## src/rtl/easyaxi_mst_rd_arb_if.sv

```systemverilog
// easyaxi_mst_rd_arb_if: requester-side and AXI-side AR/R signals of the read arbiter
`ifndef AXI_ID_W
`define AXI_ID_W 4
`endif
`ifndef AXI_ADDR_W
`define AXI_ADDR_W 32
`endif
`ifndef AXI_LEN_W
`define AXI_LEN_W 8
`endif
`ifndef AXI_SIZE_W
`define AXI_SIZE_W 3
`endif
`ifndef AXI_BURST_W
`define AXI_BURST_W 2
`endif
`ifndef AXI_USER_W
`define AXI_USER_W 1
`endif
`ifndef AXI_DATA_W
`define AXI_DATA_W 32
`endif
`ifndef AXI_RESP_W
`define AXI_RESP_W 2
`endif
interface easyaxi_mst_rd_arb_if #(parameter int MST_NUM = 2);
  localparam int MST_W = $clog2(MST_NUM);
  localparam int MID_W = `AXI_ID_W + MST_W;
  logic [MST_NUM-1:0] s_arvalid, s_arready, s_rvalid, s_rready;
  logic [MST_NUM*`AXI_ID_W-1:0] s_arid;
  logic [MST_NUM*`AXI_ADDR_W-1:0] s_araddr;
  logic [MST_NUM*`AXI_LEN_W-1:0] s_arlen;
  logic [MST_NUM*`AXI_SIZE_W-1:0] s_arsize;
  logic [MST_NUM*`AXI_BURST_W-1:0] s_arburst;
  logic [MST_NUM*`AXI_USER_W-1:0] s_aruser;
  logic [`AXI_ID_W-1:0] s_rid;
  logic [`AXI_DATA_W-1:0] s_rdata, m_rdata;
  logic [`AXI_RESP_W-1:0] s_rresp, m_rresp;
  logic s_rlast, m_rlast;
  logic [`AXI_USER_W-1:0] s_ruser, m_ruser;
  logic m_arvalid, m_arready, m_rvalid, m_rready;
  logic [MID_W-1:0] m_arid, m_rid;
  logic [`AXI_ADDR_W-1:0] m_araddr;
  logic [`AXI_LEN_W-1:0] m_arlen;
  logic [`AXI_SIZE_W-1:0] m_arsize;
  logic [`AXI_BURST_W-1:0] m_arburst;
  logic [`AXI_USER_W-1:0] m_aruser;
  modport slave (
    input s_arvalid, s_arid, s_araddr, s_arlen, s_arsize, s_arburst, s_aruser, s_rready,
    output s_arready, s_rvalid, s_rid, s_rdata, s_rresp, s_rlast, s_ruser,
    output m_arvalid, m_arid, m_araddr, m_arlen, m_arsize, m_arburst, m_aruser, m_rready,
    input m_arready, m_rvalid, m_rid, m_rdata, m_rresp, m_rlast, m_ruser
  );
  modport master (
    output s_arvalid, s_arid, s_araddr, s_arlen, s_arsize, s_arburst, s_aruser, s_rready,
    input s_arready, s_rvalid, s_rid, s_rdata, s_rresp, s_rlast, s_ruser,
    input m_arvalid, m_arid, m_araddr, m_arlen, m_arsize, m_arburst, m_aruser, m_rready,
    output m_arready, m_rvalid, m_rid, m_rdata, m_rresp, m_rlast, m_ruser
  );
endinterface

```

## src/rtl/easyaxi_mst_rd_arb.sv

```systemverilog
// easyaxi_mst_rd_arb: round-robin AR arbiter with ID-prefix R routing and per-port outstanding limits
`ifndef AXI_ID_W
`define AXI_ID_W 4
`endif
module easyaxi_mst_rd_arb #(
  parameter int MST_NUM = 2,
  parameter int OST_MAX = 8
) (
  input  logic clk,
  input  logic rst,
  easyaxi_mst_rd_arb_if.slave bus,
  output logic ost_busy,
  output logic ost_err
);
  localparam int MST_W = $clog2(MST_NUM);
  localparam int OCNT_W = $clog2(OST_MAX + 1);
  localparam int MID_W = `AXI_ID_W + MST_W;
  localparam int IW = `AXI_ID_W;
  typedef enum logic {IDLE, LOCK} state_e;
  state_e state_q, state_d;
  logic [MST_W-1:0] grant_q, grant_d, last_q, last_d, pick, p;
  logic [MST_NUM-1:0] elig;
  logic [OCNT_W-1:0] cnt_q [MST_NUM];
  logic [OCNT_W-1:0] cnt_d [MST_NUM];
  logic err_q, err_d, found, hs, rhs;
  assign hs = state_q == LOCK && bus.m_arready;
  assign p = bus.m_rid[MID_W-1:IW];
  assign rhs = bus.m_rvalid && bus.m_rready && bus.m_rlast;
  // Search starts just after the last winner so every port gets a turn
  always_comb begin
    found = 1'b0;
    pick = last_q;
    for (int i = 0; i < MST_NUM; i++)
      elig[i] = bus.s_arvalid[i] && cnt_q[i] != OCNT_W'(OST_MAX);
    for (int k = 1; k <= MST_NUM; k++)
      if (!found && elig[last_q + MST_W'(k)]) begin
        found = 1'b1;
        pick = last_q + MST_W'(k);
      end
  end
  always_comb begin
    state_d = state_q;
    grant_d = grant_q;
    last_d = last_q;
    if (state_q == IDLE && found) begin
      state_d = LOCK;
      grant_d = pick;
    end
    if (hs) begin
      state_d = IDLE;
      last_d = grant_q;
    end
  end
  // A simultaneous issue and completion on one port cancel out
  always_comb begin
    err_d = err_q;
    ost_busy = 1'b0;
    for (int i = 0; i < MST_NUM; i++) begin
      cnt_d[i] = (hs && grant_q == MST_W'(i) && !(rhs && p == MST_W'(i))) ? cnt_q[i] + OCNT_W'(1) :
                 (rhs && p == MST_W'(i) && !(hs && grant_q == MST_W'(i)) && cnt_q[i] != '0) ? cnt_q[i] - OCNT_W'(1) :
                 cnt_q[i];
      err_d = err_d | (rhs && p == MST_W'(i) && !(hs && grant_q == MST_W'(i)) && cnt_q[i] == '0);
      ost_busy = ost_busy | (cnt_q[i] != '0);
    end
  end
  always_ff @(posedge clk) begin
    if (rst) begin
      state_q <= IDLE;
      grant_q <= '0;
      last_q <= MST_W'(MST_NUM - 1);
      err_q <= 1'b0;
      for (int i = 0; i < MST_NUM; i++) cnt_q[i] <= '0;
    end else begin
      state_q <= state_d;
      grant_q <= grant_d;
      last_q <= last_d;
      err_q <= err_d;
      for (int i = 0; i < MST_NUM; i++) cnt_q[i] <= cnt_d[i];
    end
  end
  assign ost_err = err_q;
  assign bus.m_arvalid = state_q == LOCK;
  assign bus.m_arid = {grant_q, bus.s_arid[grant_q*IW +: IW]};
  assign bus.m_araddr = bus.s_araddr[grant_q*`AXI_ADDR_W +: `AXI_ADDR_W];
  assign bus.m_arlen = bus.s_arlen[grant_q*`AXI_LEN_W +: `AXI_LEN_W];
  assign bus.m_arsize = bus.s_arsize[grant_q*`AXI_SIZE_W +: `AXI_SIZE_W];
  assign bus.m_arburst = bus.s_arburst[grant_q*`AXI_BURST_W +: `AXI_BURST_W];
  assign bus.m_aruser = bus.s_aruser[grant_q*`AXI_USER_W +: `AXI_USER_W];
  assign bus.s_arready = {{(MST_NUM-1){1'b0}}, hs} << grant_q;
  assign bus.s_rvalid = {{(MST_NUM-1){1'b0}}, bus.m_rvalid} << p;
  assign bus.m_rready = bus.s_rready[p];
  assign bus.s_rid = bus.m_rid[IW-1:0];
  assign bus.s_rdata = bus.m_rdata;
  assign bus.s_rresp = bus.m_rresp;
  assign bus.s_rlast = bus.m_rlast;
  assign bus.s_ruser = bus.m_ruser;
endmodule

```

## src/flat_wrapper.sv

```systemverilog
// flat-port wrapper written by rule: the top's interface ports become plain ports
module easyaxi_mst_rd_arb_flat 
#(
  parameter int MST_NUM = 2,
  parameter int OST_MAX = 8
)
  (clk, rst, ost_busy, ost_err, bus_s_arvalid, bus_s_arid, bus_s_araddr, bus_s_arlen, bus_s_arsize, bus_s_arburst, bus_s_aruser, bus_s_rready, bus_s_arready, bus_s_rvalid, bus_s_rid, bus_s_rdata, bus_s_rresp, bus_s_rlast, bus_s_ruser, bus_m_arvalid, bus_m_arid, bus_m_araddr, bus_m_arlen, bus_m_arsize, bus_m_arburst, bus_m_aruser, bus_m_rready, bus_m_arready, bus_m_rvalid, bus_m_rid, bus_m_rdata, bus_m_rresp, bus_m_rlast, bus_m_ruser);
  easyaxi_mst_rd_arb_if #(.MST_NUM(MST_NUM)) bus_i ();
  input  logic clk;
  input  logic rst;
  output logic ost_busy;
  output logic ost_err;
  input wire logic [$bits(bus_i.s_arvalid)-1:0] bus_s_arvalid;
  input wire logic [$bits(bus_i.s_arid)-1:0] bus_s_arid;
  input wire logic [$bits(bus_i.s_araddr)-1:0] bus_s_araddr;
  input wire logic [$bits(bus_i.s_arlen)-1:0] bus_s_arlen;
  input wire logic [$bits(bus_i.s_arsize)-1:0] bus_s_arsize;
  input wire logic [$bits(bus_i.s_arburst)-1:0] bus_s_arburst;
  input wire logic [$bits(bus_i.s_aruser)-1:0] bus_s_aruser;
  input wire logic [$bits(bus_i.s_rready)-1:0] bus_s_rready;
  output wire logic [$bits(bus_i.s_arready)-1:0] bus_s_arready;
  output wire logic [$bits(bus_i.s_rvalid)-1:0] bus_s_rvalid;
  output wire logic [$bits(bus_i.s_rid)-1:0] bus_s_rid;
  output wire logic [$bits(bus_i.s_rdata)-1:0] bus_s_rdata;
  output wire logic [$bits(bus_i.s_rresp)-1:0] bus_s_rresp;
  output wire logic [$bits(bus_i.s_rlast)-1:0] bus_s_rlast;
  output wire logic [$bits(bus_i.s_ruser)-1:0] bus_s_ruser;
  output wire logic [$bits(bus_i.m_arvalid)-1:0] bus_m_arvalid;
  output wire logic [$bits(bus_i.m_arid)-1:0] bus_m_arid;
  output wire logic [$bits(bus_i.m_araddr)-1:0] bus_m_araddr;
  output wire logic [$bits(bus_i.m_arlen)-1:0] bus_m_arlen;
  output wire logic [$bits(bus_i.m_arsize)-1:0] bus_m_arsize;
  output wire logic [$bits(bus_i.m_arburst)-1:0] bus_m_arburst;
  output wire logic [$bits(bus_i.m_aruser)-1:0] bus_m_aruser;
  output wire logic [$bits(bus_i.m_rready)-1:0] bus_m_rready;
  input wire logic [$bits(bus_i.m_arready)-1:0] bus_m_arready;
  input wire logic [$bits(bus_i.m_rvalid)-1:0] bus_m_rvalid;
  input wire logic [$bits(bus_i.m_rid)-1:0] bus_m_rid;
  input wire logic [$bits(bus_i.m_rdata)-1:0] bus_m_rdata;
  input wire logic [$bits(bus_i.m_rresp)-1:0] bus_m_rresp;
  input wire logic [$bits(bus_i.m_rlast)-1:0] bus_m_rlast;
  input wire logic [$bits(bus_i.m_ruser)-1:0] bus_m_ruser;
  assign bus_i.s_arvalid = bus_s_arvalid;
  assign bus_i.s_arid = bus_s_arid;
  assign bus_i.s_araddr = bus_s_araddr;
  assign bus_i.s_arlen = bus_s_arlen;
  assign bus_i.s_arsize = bus_s_arsize;
  assign bus_i.s_arburst = bus_s_arburst;
  assign bus_i.s_aruser = bus_s_aruser;
  assign bus_i.s_rready = bus_s_rready;
  assign bus_s_arready = bus_i.s_arready;
  assign bus_s_rvalid = bus_i.s_rvalid;
  assign bus_s_rid = bus_i.s_rid;
  assign bus_s_rdata = bus_i.s_rdata;
  assign bus_s_rresp = bus_i.s_rresp;
  assign bus_s_rlast = bus_i.s_rlast;
  assign bus_s_ruser = bus_i.s_ruser;
  assign bus_m_arvalid = bus_i.m_arvalid;
  assign bus_m_arid = bus_i.m_arid;
  assign bus_m_araddr = bus_i.m_araddr;
  assign bus_m_arlen = bus_i.m_arlen;
  assign bus_m_arsize = bus_i.m_arsize;
  assign bus_m_arburst = bus_i.m_arburst;
  assign bus_m_aruser = bus_i.m_aruser;
  assign bus_m_rready = bus_i.m_rready;
  assign bus_i.m_arready = bus_m_arready;
  assign bus_i.m_rvalid = bus_m_rvalid;
  assign bus_i.m_rid = bus_m_rid;
  assign bus_i.m_rdata = bus_m_rdata;
  assign bus_i.m_rresp = bus_m_rresp;
  assign bus_i.m_rlast = bus_m_rlast;
  assign bus_i.m_ruser = bus_m_ruser;
  easyaxi_mst_rd_arb #(.MST_NUM(MST_NUM), .OST_MAX(OST_MAX)) u_core (.clk(clk), .rst(rst), .bus(bus_i), .ost_busy(ost_busy), .ost_err(ost_err));
endmodule
```

## config.mk

```make
export PLATFORM = sky130hd
export DESIGN_NAME = easyaxi_mst_rd_arb_flat
export DESIGN_NICKNAME = d
export VERILOG_FILES = /design/src/rtl/easyaxi_mst_rd_arb_if.sv /design/src/rtl/easyaxi_mst_rd_arb.sv /design/src/flat_wrapper.sv
export SDC_FILE = /design/constraint.sdc
export NUM_CORES = 1
export LEC_CHECK = 0
export ABC_CLOCK_PERIOD_IN_PS = 2100
export CORE_MARGIN = 4
export CORE_UTILIZATION = 22
export CTS_BUF_LIST = sky130_fd_sc_hd__clkbuf_16
export CTS_CLUSTER_SIZE = 8
export DETAILED_ROUTE_END_ITERATION = 6
export PLACE_DENSITY = 0.81
export SETUP_SLACK_MARGIN = 0.5
export SLEW_MARGIN = 10
export SYNTH_ARGS = -nofsm -noshare
export SYNTH_HDL_FRONTEND = slang
export SYNTH_SLANG_ARGS = --single-unit
export TNS_END_PERCENT = 10
```

## constraint.sdc

```tcl
create_clock -name clk -period 2.1 [get_ports clk]
set_input_delay 0.315 -clock clk [delete_from_list [all_inputs] [get_ports clk]]
set_output_delay 0.315 -clock clk [all_outputs]
set_load 0.03 [all_outputs]
```

==> key figures <==
Outcome
  • Outcome: finished clean

Global route
  • First-pass GRT wire length: 11.9 mm
  • Largest net degree at the start of global routing: 22
  • Gr ovfl total: 0
  • Antenna violations before repair: 0
  • Vias in the first global route: 2134
  • Total GRT Usage: 16.0%

Synth
  • Synth Instances: 192
  • Synth warnings: 0
  • Distinct cells, synth: 37
  • Post-synthesis cell area: 1740 µm²
  • Ys flop type: dfxtp_1
  • Mapped Nets: 347
  • Flop and latch count out of synthesis: 12
  • Number of synthesized flops with an enable pin: 0
  • Asr flop ratio synth: 0%
  • Largest area contributor in the netlist: mux2_2
  • Synth Area per Inst: 9.06 µm²
  • Seq/Total Area, Yosys: 13.8%
  • Yosys top cell area share: 33.0%
  • Synth area leaders: mux2_2, buf_4, dfxtp_1

Setup path
  • Crit Path Class: flip-flop to output port
  • Worst Setup End Kind: output port
  • Reg2reg end: u_core.cnt_q[0][3]$_SDFFE_PP0P_
  • Critical Path AT: 1.46 ns
  • Worst r2r src: u_core.grant_q$_SDFFE_PP0P_
  • Worst R2R Setup Slack: 0.33 ns
  • Crit. Startpoint: u_core.grant_q$_SDFFE_PP0P_
  • CP Data Required Time: 1.78 ns
  • Startpoint types: flip-flop
  • Setup crit end: bus_m_araddr[26]
  • Crit Path Max Fanout: 15
  • R2r worst-path depth: 8

STA
  • Hold slack: 0.471 ns
  • Endpoints failing hold: 0
  • Slew @ Worst Pin: 0.570 ns
  • Final setup viols: 0
  • Achievable frequency: 563 MHz
  • Worst rel slew slack: 61.5%
  • Final Cycle Share: 84.6%
  • Period minus WS final: 1.78 ns
  • Final slew viol count: 0
  • RSZ-0062 raised after global routing: true
  • Clk_skew: 0.00385 ns
  • Worst setup margin: 0.324 ns

Final layout
  • Final #Nets: 497
  • Layout cells sized above 1: 45.7%
  • Area grow syn2layout: 98.6%
  • Antenna diode count: 0
  • Fillers: 751

Route
  • Drt first pass iters: 4
  • WL final: 8.37 mm
  • DRT iter0 DRCs: 36
  • Final antenna-violating net count: 0
  • DR vias: 2025
  • WL per Instance: 18.9 µm
  • # DRC: 0
  • Via density: 4.57

Clock tree
  • Clock root buffer: clkbuf_16
  • Reg clk slew, reported paths: 0.05 ns
  • CTS buffer count: 3
  • H-tree depth: 1
  • Cts-stage hold buffer count: 0
  • Clock Path Buffers: 2
  • Clk_lat worst skew: 0.24 ns
  • Clk sinks: 12
  • TritonCTS clock tree: built

Floorplan
  • Die Wd: 96.9 µm
  • Die area: 9400 µm²
  • Die Y-Extent: 96.9 µm
  • Core area: 7730 µm²
  • I/O Pins: 248
  • Std cell rows: 32
  • Initial Utilization: 22.5%

Power and ir drop
  • Leak Pwr: 1.38 nW
  • Comb pwr share: 59.2%
  • Switch share: 37.3%
  • Sequential share of power: 17.7%
  • Cell Pwr Density: 449 nW/µm²
  • VDD IR max: 0.000210 V
  • Psw: 578 µW
  • Internal: 974 µW
  • Clock share of power: 23.1%
  • Tot Pwr: 1.55 mW

Run
  • Max-cap violations: 0

Place
  • RePlAce Congestion: 0.857
  • I/O Buffers: 169
  • Placement Setup Slack: -0.155 ns
  • Detailed placement HPWL: 6.89 mm

Min path
  • Min-Delay Path Class: flip-flop to flip-flop
## power by group through the flow
stage	sequential, mW	combinational, mW	clock [mW]
2_1_floorplan	0.275	0.606	0
3_3_place_gp	0.276	0.916	0
3_5_place_dp	0.277	0.929	0
4_1_cts	0.274	0.887	0.359
5_1_grt	0.277	0.973	0.377
6_report	0.275	0.918	0.359
## cells in the mapped netlist (2+ instances only)
cell type  count
nand4_1        3
a211o_1        2
dfxtp_1       12
a221oi_1       4
nor3b_1        2
nand3_1        6
a31oi_1        2
mux2_2        51
fa_1           2
or3_1          4
buf_2          5
o21ai_0        3
nor2_1         6
xor2_1         2
nand2b_1       2
inv_1          4
a21oi_1        7
buf_4         43
ha_1           4
nor3_1         7
nand2_1        4
nor4_4         2
## how the worst min path moves through the flow
| stage | startpoint | cells after the start | to | slack, ns |
|---|---|---|---|---|
| after floorplan | bus_m_arready | 1 | u_core.bus.m_arvalid$_SDFFE_PP0P_ | 0.42 |
| after global placement | u_core.last_q$_SDFFE_PP1N_ | 1 | u_core.last_q$_SDFFE_PP1N_ | 0.45 |
| after detailed placement | u_core.last_q$_SDFFE_PP1N_ | 1 | u_core.last_q$_SDFFE_PP1N_ | 0.46 |
| after CTS | u_core.last_q$_SDFFE_PP1N_ | 1 | u_core.last_q$_SDFFE_PP1N_ | 0.47 |
| after global routing | u_core.last_q$_SDFFE_PP1N_ | 1 | u_core.last_q$_SDFFE_PP1N_ | 0.49 |
| final | u_core.last_q$_SDFFE_PP1N_ | 1 | u_core.last_q$_SDFFE_PP1N_ | 0.47 |
## cells in the final DEF, fill, tap and decap left out, types with 4 or more instances in the layout
cell type and n:
buf_12 4, or3_1 4, clkbuf_16 4, mux2_4 4, mux2_2 47, buf_4 21, nand3_1 4, clkdlybuf4s50_1 108
buf_2 46, a21oi_1 5, nor2_1 6, nor3_1 7, dlygate4sd2_1 9, dfxtp_1 10, buf_6 5
## cell families (layout without fill, tap and decap cells)
kind of cell | count (synthesis) | after routing | share of synthesized area (%)
xor+xnor | 2 | 2 | 1.01
simple gates | 45 | 45 | 16.9
buf+inv | 54 | 203 | 21.7
mux | 51 | 51 | 33.0
compound gates | 22 | 22 | 8.41
flops | 12 | 12 | 13.8
fa+ha+maj | 6 | 6 | 5.18
## sequential cells by signal, indices dropped and copies added (netlist names)
name,flops
u_core.cnt_q,8
u_core.bus.m_arvalid,1
u_core.grant_q,1
u_core.last_q,1
u_core.ost_err,1
## area by class of cell
type	count	area, µm²	area share [%]
clock buffers	3	75.1	2.17
clock inverters	1	3.75	0.109
well taps	102	128	3.69
multi-input cells	126	1240	36.0
flip-flops and latches	12	248	7.17
repair buffers	195	1740	50.3
inverters	4	20.0	0.579
## critical path, cell delays in order, from the launching register on
cell and delay [ns]:
dfxtp_4 0.40, buf_4 0.13, buf_12 0.14, mux2_2 0.36
buf_2 0.18
## per-stage QoR
| step | utilization, % | cells | area, µm² | setup TNS, ns |
|---|---|---|---|---|
| after floorplan | - | 192 | 1800 | 0 |
| after global placement | 43.7 | 427 | 3380 | -0.107 |
| after detailed placement | 43.7 | 427 | 3380 | -0.268 |
| after CTS | 43.0 | 438 | 3330 | 0 |
| after global routing | 44.7 | 443 | 3460 | 0 |
| final | 44.7 | 443 | 3460 | 0 |
## routing by layer
layer / wire length (µm) / track usage, %
met4: 95 / 3.24
met1: 2910 / 15.8
met3: 1020 / 8.22
met2: 4350 / 29.9
met5: 0 / 0
## repair_timing
action | CTS | global route
cloned | 1 | 1
setup buffers | 6 | 4
setup endpoints to repair | 67 | 62
pin swaps | 13 | 5
endpoints found under the hold margin | 0 | 0
resized for setup | 246 | 15
Note: power is estimated with default switching activity, not from simulation.
